--- config.mk ---
export PLATFORM = sky130hd
export DESIGN_NAME = iq_frame_rx
export DESIGN_NICKNAME = d
export VERILOG_FILES = /design/src/rtl/modem_pkg.sv /design/src/rtl/iq_frame_check.sv /design/src/rtl/iq_frame_rx.sv
export SDC_FILE = /design/constraint.sdc
export NUM_CORES = 1
export LEC_CHECK = 0
export ABC_AREA = 0
export ABC_CLOCK_PERIOD_IN_PS = 3700
export CORE_UTILIZATION = 40
export DETAILED_ROUTE_END_ITERATION = 8
export PLACE_DENSITY_LB_ADDON = 0.2
export SYNTH_ARGS = -nofsm -noshare
export SYNTH_HDL_FRONTEND = slang
export SYNTH_SLANG_ARGS = --single-unit
--- constraint.sdc ---
create_clock -name clk -period 3.7 [get_ports clk]
set_input_delay 0.925 -clock clk [delete_from_list [all_inputs] [get_ports clk]]
set_output_delay 0.925 -clock clk [all_outputs]
set_load 0.005 [all_outputs]
--- src/rtl/modem_pkg.sv ---
// Shared definitions for the modem I/Q link: deframer states, frame
// header/trailer constants and the frame length helper.
package modem_pkg;

  typedef enum logic [1:0] {
    HUNT   = 2'd0,
    VERIFY = 2'd1,
    LOCKED = 2'd2
  } rx_state_t;

  localparam logic [1:0] SYNC_I = 2'b10;
  localparam logic [1:0] SYNC_Q = 2'b01;
  localparam logic       TRL_I  = 1'b1;
  localparam logic       TRL_Q  = 1'b0;

  // One frame carries an I half and a Q half, each 2 header + W data + 1 trailer bits.
  function automatic int frame_bits(input int w);
    return 2 * (w + 3);
  endfunction

endpackage

--- src/rtl/iq_frame_check.sv ---
// Combinational frame inspector: flags a well-formed or all-zero frame
// window and splits out the I and Q sample fields.
module iq_frame_check
  import modem_pkg::*;
#(
  parameter  int W = 13,
  localparam int F = frame_bits(W)
) (
  input  logic [F-1:0] sr,
  output logic         good,
  output logic         idle,
  output logic [W-1:0] i,
  output logic [W-1:0] q
);

  localparam int H = F / 2;

  // I half occupies sr[F-1:H], Q half sr[H-1:0]; each is header, data, trailer.
  assign i    = sr[F-3 -: W];
  assign q    = sr[H-3 -: W];
  assign idle = (sr == '0);
  assign good = (sr[F-1 -: 2] == SYNC_I) && (sr[H] == TRL_I) &&
                (sr[H-1 -: 2] == SYNC_Q) && (sr[0] == TRL_Q);

endmodule

--- src/rtl/iq_frame_rx.sv ---
// Receive deframer for the LVDS I/Q link: hunts for frame alignment,
// verifies and tracks it, and emits decimated signed I/Q sample pairs.
module iq_frame_rx
  import modem_pkg::*;
#(
  parameter int W           = 13,
  parameter int LANES       = 2,
  parameter int LOCK_FRAMES = 4,
  parameter int LOSS_FRAMES = 3,
  parameter int DECIM_W     = 2
) (
  input  logic                clk,
  input  logic                reset,
  input  logic [LANES-1:0]    rx_d,
  input  logic [DECIM_W-1:0]  decim,
  input  logic                clr_err,
  output logic                out_valid,
  output logic signed [W-1:0] out_i,
  output logic signed [W-1:0] out_q,
  output logic                locked,
  output logic                lost,
  output logic [15:0]         frame_err_cnt
);

  localparam int F    = frame_bits(W);
  localparam int NPH  = F / LANES;
  localparam int PH_W = $clog2(NPH);

  if (F % LANES != 0) begin : g_lane_check
    $error("iq_frame_rx: frame length must be a multiple of LANES");
  end

  function automatic logic [15:0] sat_inc(input logic [15:0] v);
    return (v == 16'hFFFF) ? v : v + 16'd1;
  endfunction

  rx_state_t           state, state_nxt;
  logic [F-1:0]        sr, sr_nxt;
  logic [LANES-1:0]    lane_bits;
  logic [PH_W-1:0]     ph;
  logic [3:0]          gcnt, gcnt_nxt;
  logic [3:0]          bcnt, bcnt_nxt;
  logic [DECIM_W-1:0]  dcnt, dcnt_nxt;
  logic                boundary, ph_clr, emit, err_inc, lost_nxt;
  logic                good, idle;
  logic [W-1:0]        fi, fq;
  logic                vld_p1, locked_p1, lost_p1;
  logic signed [W-1:0] i_p1, q_p1;
  logic [15:0]         err_cnt;

  // rx_d[0] arrived first, so it lands above the later lanes in the MSB-first window.
  for (genvar k = 0; k < LANES; k++) begin : g_lane
    assign lane_bits[LANES-1-k] = rx_d[k];
  end

  // Frames are judged on the window as it will be after this edge, so the
  // registered outputs appear in the cycle right after the last bit enters.
  assign sr_nxt   = {sr[F-1-LANES:0], lane_bits};
  assign boundary = (ph == PH_W'(NPH - 1));

  iq_frame_check #(.W(W)) u_check (
    .sr   (sr_nxt),
    .good (good),
    .idle (idle),
    .i    (fi),
    .q    (fq)
  );

  always_ff @(posedge clk) begin
    if (reset) state <= HUNT;
    else       state <= state_nxt;
  end

  always_comb begin
    state_nxt = state;
    gcnt_nxt  = gcnt;
    bcnt_nxt  = bcnt;
    dcnt_nxt  = dcnt;
    ph_clr    = 1'b0;
    emit      = 1'b0;
    err_inc   = 1'b0;
    lost_nxt  = 1'b0;
    unique case (state)
      HUNT: begin
        if (good) begin
          ph_clr   = 1'b1;
          gcnt_nxt = 4'd1;
          if (LOCK_FRAMES == 1) begin
            state_nxt = LOCKED;
            bcnt_nxt  = '0;
            dcnt_nxt  = '0;
          end else begin
            state_nxt = VERIFY;
          end
        end
      end
      VERIFY: begin
        if (boundary) begin
          if (good) begin
            gcnt_nxt = gcnt + 4'd1;
            if (gcnt_nxt == 4'(LOCK_FRAMES)) begin
              state_nxt = LOCKED;
              bcnt_nxt  = '0;
              dcnt_nxt  = '0;
            end
          end else begin
            state_nxt = HUNT;
          end
        end
      end
      LOCKED: begin
        if (boundary) begin
          if (good) begin
            bcnt_nxt = '0;
            emit     = (dcnt == '0);
            dcnt_nxt = (dcnt >= decim) ? '0 : dcnt + 1'b1;
          end else if (idle) begin
            dcnt_nxt = '0;
          end else begin
            err_inc  = 1'b1;
            bcnt_nxt = bcnt + 4'd1;
            if (bcnt_nxt == 4'(LOSS_FRAMES)) begin
              state_nxt = HUNT;
              lost_nxt  = 1'b1;
              bcnt_nxt  = '0;
            end
          end
        end
      end
      default: state_nxt = HUNT;
    endcase
  end

  // p1: registered sample pair, status and counters.
  always_ff @(posedge clk) begin
    if (reset) begin
      sr        <= '0;
      ph        <= '0;
      gcnt      <= '0;
      bcnt      <= '0;
      dcnt      <= '0;
      vld_p1    <= 1'b0;
      i_p1      <= '0;
      q_p1      <= '0;
      locked_p1 <= 1'b0;
      lost_p1   <= 1'b0;
      err_cnt   <= '0;
    end else begin
      sr        <= sr_nxt;
      ph        <= (ph_clr || boundary) ? '0 : ph + 1'b1;
      gcnt      <= gcnt_nxt;
      bcnt      <= bcnt_nxt;
      dcnt      <= dcnt_nxt;
      vld_p1    <= emit;
      locked_p1 <= (state_nxt == LOCKED);
      lost_p1   <= lost_nxt;
      if (emit) begin
        i_p1 <= $signed(fi);
        q_p1 <= $signed(fq);
      end
      if (clr_err)      err_cnt <= '0;
      else if (err_inc) err_cnt <= sat_inc(err_cnt);
    end
  end

  assign out_valid     = vld_p1;
  assign out_i         = i_p1;
  assign out_q         = q_p1;
  assign locked        = locked_p1;
  assign lost          = lost_p1;
  assign frame_err_cnt = err_cnt;

endmodule

# After elaboration in Yosys (flattened, before gate mapping)
# Index checks and enable logic that the tools add are counted.
op_classes:
  mux: 39
  n_addsub: 5
  reduce_logical: 16
  n_eq_ne: 16
  bitwise_logic: 4
  magnitude_cmp: 1
op_table:
  columns: ["operator", "n"]
  rows:
  - ["two-way mux 4 bit", 10]
  - ["logical NOT 32 bit", 1]
  - ["two-way mux 2 bit", 15]
  - ["adder 16 x 1 -> 16 bit (second input constant)", 1]
  - ["equality test 16 bit (second input constant)", 1]
  - ["case mux 4 bit (2 select lines)", 2]
  - ["adder 4 x 1 -> 4 bit (second input constant)", 3]
  - ["AND reduction 6 bit", 2]
  - ["two-way mux 1 bit", 10]
  - ["!= test 2 bit (second input constant)", 5]
  - ["equality test 2 bit (second input constant)", 3]
  - ["!= test 3 bit (second input constant)", 2]
  - ["case mux 2 bit (3 select lines)", 1]
  - ["OR reduction 5 bit", 1]
  - ["equality test 2 x 1 -> 1 bit (second input constant)", 2]
  - ["equality test 4 x 2 -> 1 bit (second input constant)", 1]
  - ["equality test 4 x 3 -> 1 bit (second input constant)", 1]
  - ["equality test 4 bit (second input constant)", 1]
  - ["logical NOT 2 bit", 2]
  - ["NOT 1 bit", 4]
  - ["case mux 2 bit (2 select lines)", 1]
  - ["AND reduction 4 bit", 1]
  - ["nonzero test 2 bit", 2]
  - ["OR reduction 2 bit", 2]
  - ["5 further kinds", 7]
word_totals:
  wordCells: 93
  inputBits: 7
  regBits: 91

# Longest topological paths before layout
depth:
  word_depth: 8
  mapped_depth: 8

# By module
# A second synthesis with hierarchy kept.
hier_totals:
  cells_unflattened: 433
  area_unflattened_um2: 3844.9
modules_own_cells:
  columns: ["module", "area_each_um2", "cells_each", "instances"]
  rows:
  - ["iq_frame_rx", 3548.4, 393, 1]
  - ["iq_frame_check", 296.5, 40, 1]

# Least setup slack after synthesis
# Ideal clock, no wire load.
synth_timing:
  path_kind: "input to register"
  start: "input port rx_d[1]"
  end: "register i_p1[0] (netlist: out_i[0])"
  path_stages: 7
  path_slack_ns: 1.359
  arrival_time_ns: 2.209
  setup_ns: 0.132
  n_path_buf: 2
  required_ns: 3.568
  path_cell_list: "or3_1 buf_6 nor3_4 nand3_1 clkbuf_1 nand2_1 a21oi_1"
synth_via:
  elab_chain_cells: 5
synth_rtl:
  columns: ["item", "line_no", "text"]
  rows:
  - ["start: declaration", "iq_frame_rx.sv:14", "input logic [LANES-1:0] rx_d,"]
  - ["NOT 1 bit", "iq_frame_check.sv:23", "(sr[H-1 -: 2] == SYNC_Q) && (sr[0] == TRL_Q);"]
  - ["logical AND 1 bit", "iq_frame_check.sv:23", null]
  - ["two-way mux 1 bit", "iq_frame_rx.sv:113", "if (good) begin"]
  - ["two-way mux 1 bit", "iq_frame_rx.sv:112", "if (boundary) begin"]
  - ["two-way mux 1 bit", "iq_frame_rx.sv:83", "unique case (state)"]
  - ["end signal: assignment", "iq_frame_rx.sv:158", "i_p1 <= $signed(fi);"]
  - ["end: declaration", "iq_frame_rx.sv:48", "logic signed [W-1:0] i_p1, q_p1;"]
# No other way between the ends.
# A chain may end at the register's enable or synchronous reset.

# Final worst setup path
layout_timing:
  start: "input port rx_d[1]"
  end: "register err_cnt[15] (netlist: frame_err_cnt[15])"
layout_via:
  elab_chain_cells: 6
layout_rtl:
  columns: ["item", "line_no", "text"]
  rows:
  - ["logical NOT 32 bit or NOT 1 bit (tied branches)", "iq_frame_check.sv:21, iq_frame_check.sv:23", null]
  - ["two-way mux 1 bit or logical AND 1 bit (tied branches)", "iq_frame_rx.sv:117, iq_frame_check.sv:23", null]
  - ["two-way mux 1 bit (*)", "iq_frame_rx.sv:113", null]
  - ["two-way mux 1 bit (*)", "iq_frame_rx.sv:112", null]
  - ["two-way mux 1 bit (*)", "iq_frame_rx.sv:83", null]
  - ["AND reduction 2 bit (no source line) (*)", null, null]
  - ["end signal: assignment", "iq_frame_rx.sv:162", "else if (err_inc) err_cnt <= sat_inc(err_cnt);"]
  - ["end: declaration", "iq_frame_rx.sv:49", "logic [15:0] err_cnt;"]
# Every way passes the cells marked *; elsewhere a longest branch is shown, timed or not.

==> results by group <==
STA
  – Fin worst setup slack: 1.06 ns
  – Fin crit share: 71.5%
  – Fin Setup TNS: 0 ns
  – Slew headroom: 52.8%
  – Final Setup Violations: 0
  – Final-report max-slew violation count: 0
  – Fmax: 378 MHz
  – Setup skew after layout: 0.0173 ns
  – RSZ-0062 raised after global routing: false
  – Final hold vios: 0
  – Worst Max-Slew Pin Slew: 0.702 ns
  – Min Clock Period, post-route: 2.64 ns

Detailed routing
  – Routed WL: 8.08 mm
  – Via count: 3034
  – DRC errors left: 0
  – Drt via density: 5.26
  – Avg WL per Cell: 14.0 um
  – Pre-Repair DR Iteration Count: 6
  – ANT nets after route: 0
  – DR iter-0 viols: 120

Clock tree
  – Max clock buf depth: 2
  – CTS Buf Count: 9
  – CTS H-tree depth: 3
  – Clock latency on the worst-skew pair: 0.37 ns
  – Number of post-CTS setup repair buffers: 0
  – CTS sink cnt: 91
  – Clock transition at path regs: 0.09 ns
  – Post-cts resize count: 0
  – Hold_buf cts: 0
  – TritonCTS clock tree: yes
  – Clock root buffer: clkbuf_8

Synth
  – Synth Register Bits: 91
  – Syn. warnings: 0
  – Post-synthesis sequential area ratio: 49.1%
  – Synth area leaders: dfxtp_1 49%, nand2_1 7.0%, a21oi_1 5.4%
  – Async SR Flop Fraction: 0%
  – Syn nets: 434
  – Unique masters post-synth: 45
  – Most used DFF post-synth: dfxtp_1
  – Cells after Synth: 419
  – Leading area contributor after synthesis: dfxtp_1
  – Post-synth top area share: 49.1%
  – Mapped Area: 3710 um2
  – EDFF count, synth: 0
  – Syn avg cell area: 8.85 um2

Global route
  – First-pass GRT wire length: 13.7 mm
  – Total gr overflow: 0
  – Initial antenna violation count: 0
  – GR Util All Layers: 17.7%
  – Largest net degree at the start of global routing: 69
  – Number of global-route vias before repair: 2838

Worst setup path
  – Worst setup EP type: flip-flop
  – Startpoint type of the worst setup path: input port
  – CP Data Arrival Time: 2.94 ns
  – Critical path class: in -> reg
  – Crit path largest cell delay: 0.50 ns
  – Reg2reg end: frame_err_cnt[15]$_SDFFE_PP0P_
  – Critical Path RT: 3.99 ns
  – FF-to-FF setup slack: 1.57 ns
  – Worst reg2reg path depth: 5
  – Worst path cell trace: clkdlybuf4s50_1 -> or3_1 -> o21ai_2 -> a31o_2 -> or4b_1 -> a21oi_1
  – Slowest CP cell: or4b_1
  – End of the critical path: frame_err_cnt[15]$_SDFFE_PP0P_
  – R2r startpoint: frame_err_cnt[2]$_SDFFE_PP0P_
  – Worst Setup SP: rx_d[1]
  – Crit path max fanout: 19

Final layout
  – Layout cells sized above 1: 6.61%
  – Register area: 1820 um2
  – Synth-to-Final Area Change: 20.9%
  – Area of the multi-input gates: 1750 um2
  – Cell area after layout: 4490 um2
  – Finished Core Util: 50.7%
  – Fillers: 862
  – Final net count: 479
  – # diodes: 0

Status
  – Status: complete, no violations

Power and ir drop
  – Sequential power share: 56.4%
  – Static Leak: 1.52 nW
  – Power share of the clock group: 40.9%
  – Logic gate share of total power: 2.7%
  – Sw frac: 24.2%
  – VDD IR max: 0.206 mV
  – Int Power: 1.33 mW
  – Switching pwr: 424 uW
  – PD cells: 391 nW/um2

Floorplanning
  – Core Box Area: 8850 um2
  – Chip height: 98.3 um
  – DIE AREA: 9660 um2
  – FP Rows: 34
  – Die W: 98.3 um
  – IO Count: 52
  – Starting Density: 41.9%

Placement
  – Post-Place Worst Slack: 0.662 ns
  – DPL Wire Length: 5.54 mm
  – Placed inst area: 4280 um2
  – GPL Wtd Cong: 0.799
  – IO buf count: 51

Min path
  – Hold Path Origin: ph[0]$_SDFF_PP0_
  – Worst hold path class: reg -> reg

Job
  – Max Cap Violations: 0
[cell families after synthesis]
logic type	count (synthesis)	synth area share, %
multiplexers	4	1.08
buffers and inverters	31	3.98
AND/OR/NAND/NOR	202	29.3
adder cells (fa/ha/maj)	8	2.70
flip-flops	91	49.1
AO/OA/AOI/OAI	81	13.3
XOR/XNOR	2	0.472
[state kept, by name (all words and copies together) (netlist names), 4 cells and up]
register and count:
gcnt 4, out_i 13, bcnt 4, ph 4
frame_err_cnt 16, sr 30, out_q 13
[cell usage in the layout (no fill, tap or decap), types with 5 or more instances in the layout]
| master | count |
|---|---|
| or3_1 | 8 |
| dfxtp_1 | 91 |
| or4_1 | 7 |
| o21ai_0 | 8 |
| o31ai_1 | 13 |
| a31oi_1 | 5 |
| clkdlybuf4s50_1 | 50 |
| nand4_1 | 7 |
| a21oi_1 | 40 |
| nor2_1 | 16 |
| inv_1 | 10 |
| nor2b_1 | 32 |
| and3_1 | 9 |
| nand3_1 | 18 |
| clkbuf_8 | 9 |
| nor3_1 | 11 |
| nand2_1 | 69 |
| nor4_1 | 7 |
| ha_1 | 8 |
[stage by stage]
step	power [mW]	hold WS [ns]	instances
2_1_floorplan	1.05	0.418	419
3_3_place_gp	1.06	0.432	561
3_5_place_dp	1.06	0.437	561
4_1_cts	1.77	0.454	577
5_1_grt	1.82	0.479	577
6_report	1.76	0.449	577
[cell type report]
type                            count  area share [%]
Multi-Input combinational cell    297            38.9
Inverter                           10           0.837
Tap cell                          108            3.01
Clock inverter                      7            1.95
Timing Repair Buffer               55            11.9
Sequential cell                    91            40.6
Clock buffer                        9            2.76
[Yosys cell counts, types with 2 or more instances]
cell type / n
and4_1: 4
buf_6: 3
nand4b_1: 2
nor2b_1: 32
or3_1: 8
nand4_1: 7
or4b_1: 2
nor3_4: 3
clkbuf_1: 13
or4_1: 7
mux2i_1: 4
a21boi_0: 2
and3_1: 9
nand2_1: 69
nor4_1: 7
a31oi_1: 5
inv_1: 10
o21ai_2: 2
buf_2: 4
dfxtp_1: 91
o31ai_1: 14
nor2_1: 16
o21ai_0: 8
a211oi_1: 3
nand3_1: 18
nor3_1: 11
a21oi_1: 40
ha_1: 8
[critical path, delay by kind of cell]
| kind | cells | cell delay (ns) |
|---|---|---|
| buf+inv | 1 | 0.48 |
| compound gates | 3 | 0.68 |
| simple gates | 2 | 0.85 |
[layer usage]
metal,up-vias,share of wire (%),GRT usage [%]
li1,1572,-,-
met1,1397,49,23.5
met2,52,45,27.6
met3,13,3.7,4.44
met4,0,1.7,7.35
met5,-,0,0
[worst min-delay path by stage]
stage	end	cells after the start	slack, ns
floorplan	ph[0]$_SDFF_PP0_	1	0.42
global placement	ph[0]$_SDFF_PP0_	1	0.43
global route	out_q[5]$_SDFFE_PP0P_	2	0.48
detailed placement	ph[0]$_SDFF_PP0_	1	0.44
finish	ph[0]$_SDFF_PP0_	1	0.45
CTS	ph[0]$_SDFF_PP0_	1	0.45
[power by group through the flow]
| stage | combinational [mW] | sequential, mW | clock [mW] |
|---|---|---|---|
| final | 0.0479 | 0.990 | 0.718 |
| after floorplan | 0.0347 | 1.01 | 0 |
| after detailed placement | 0.0486 | 1.01 | 0 |
| after CTS | 0.0489 | 0.990 | 0.735 |
| after global routing | 0.0536 | 0.991 | 0.777 |
| after global placement | 0.0486 | 1.01 | 0 |
No activity file was read; power rests on OpenSTA's default activity.
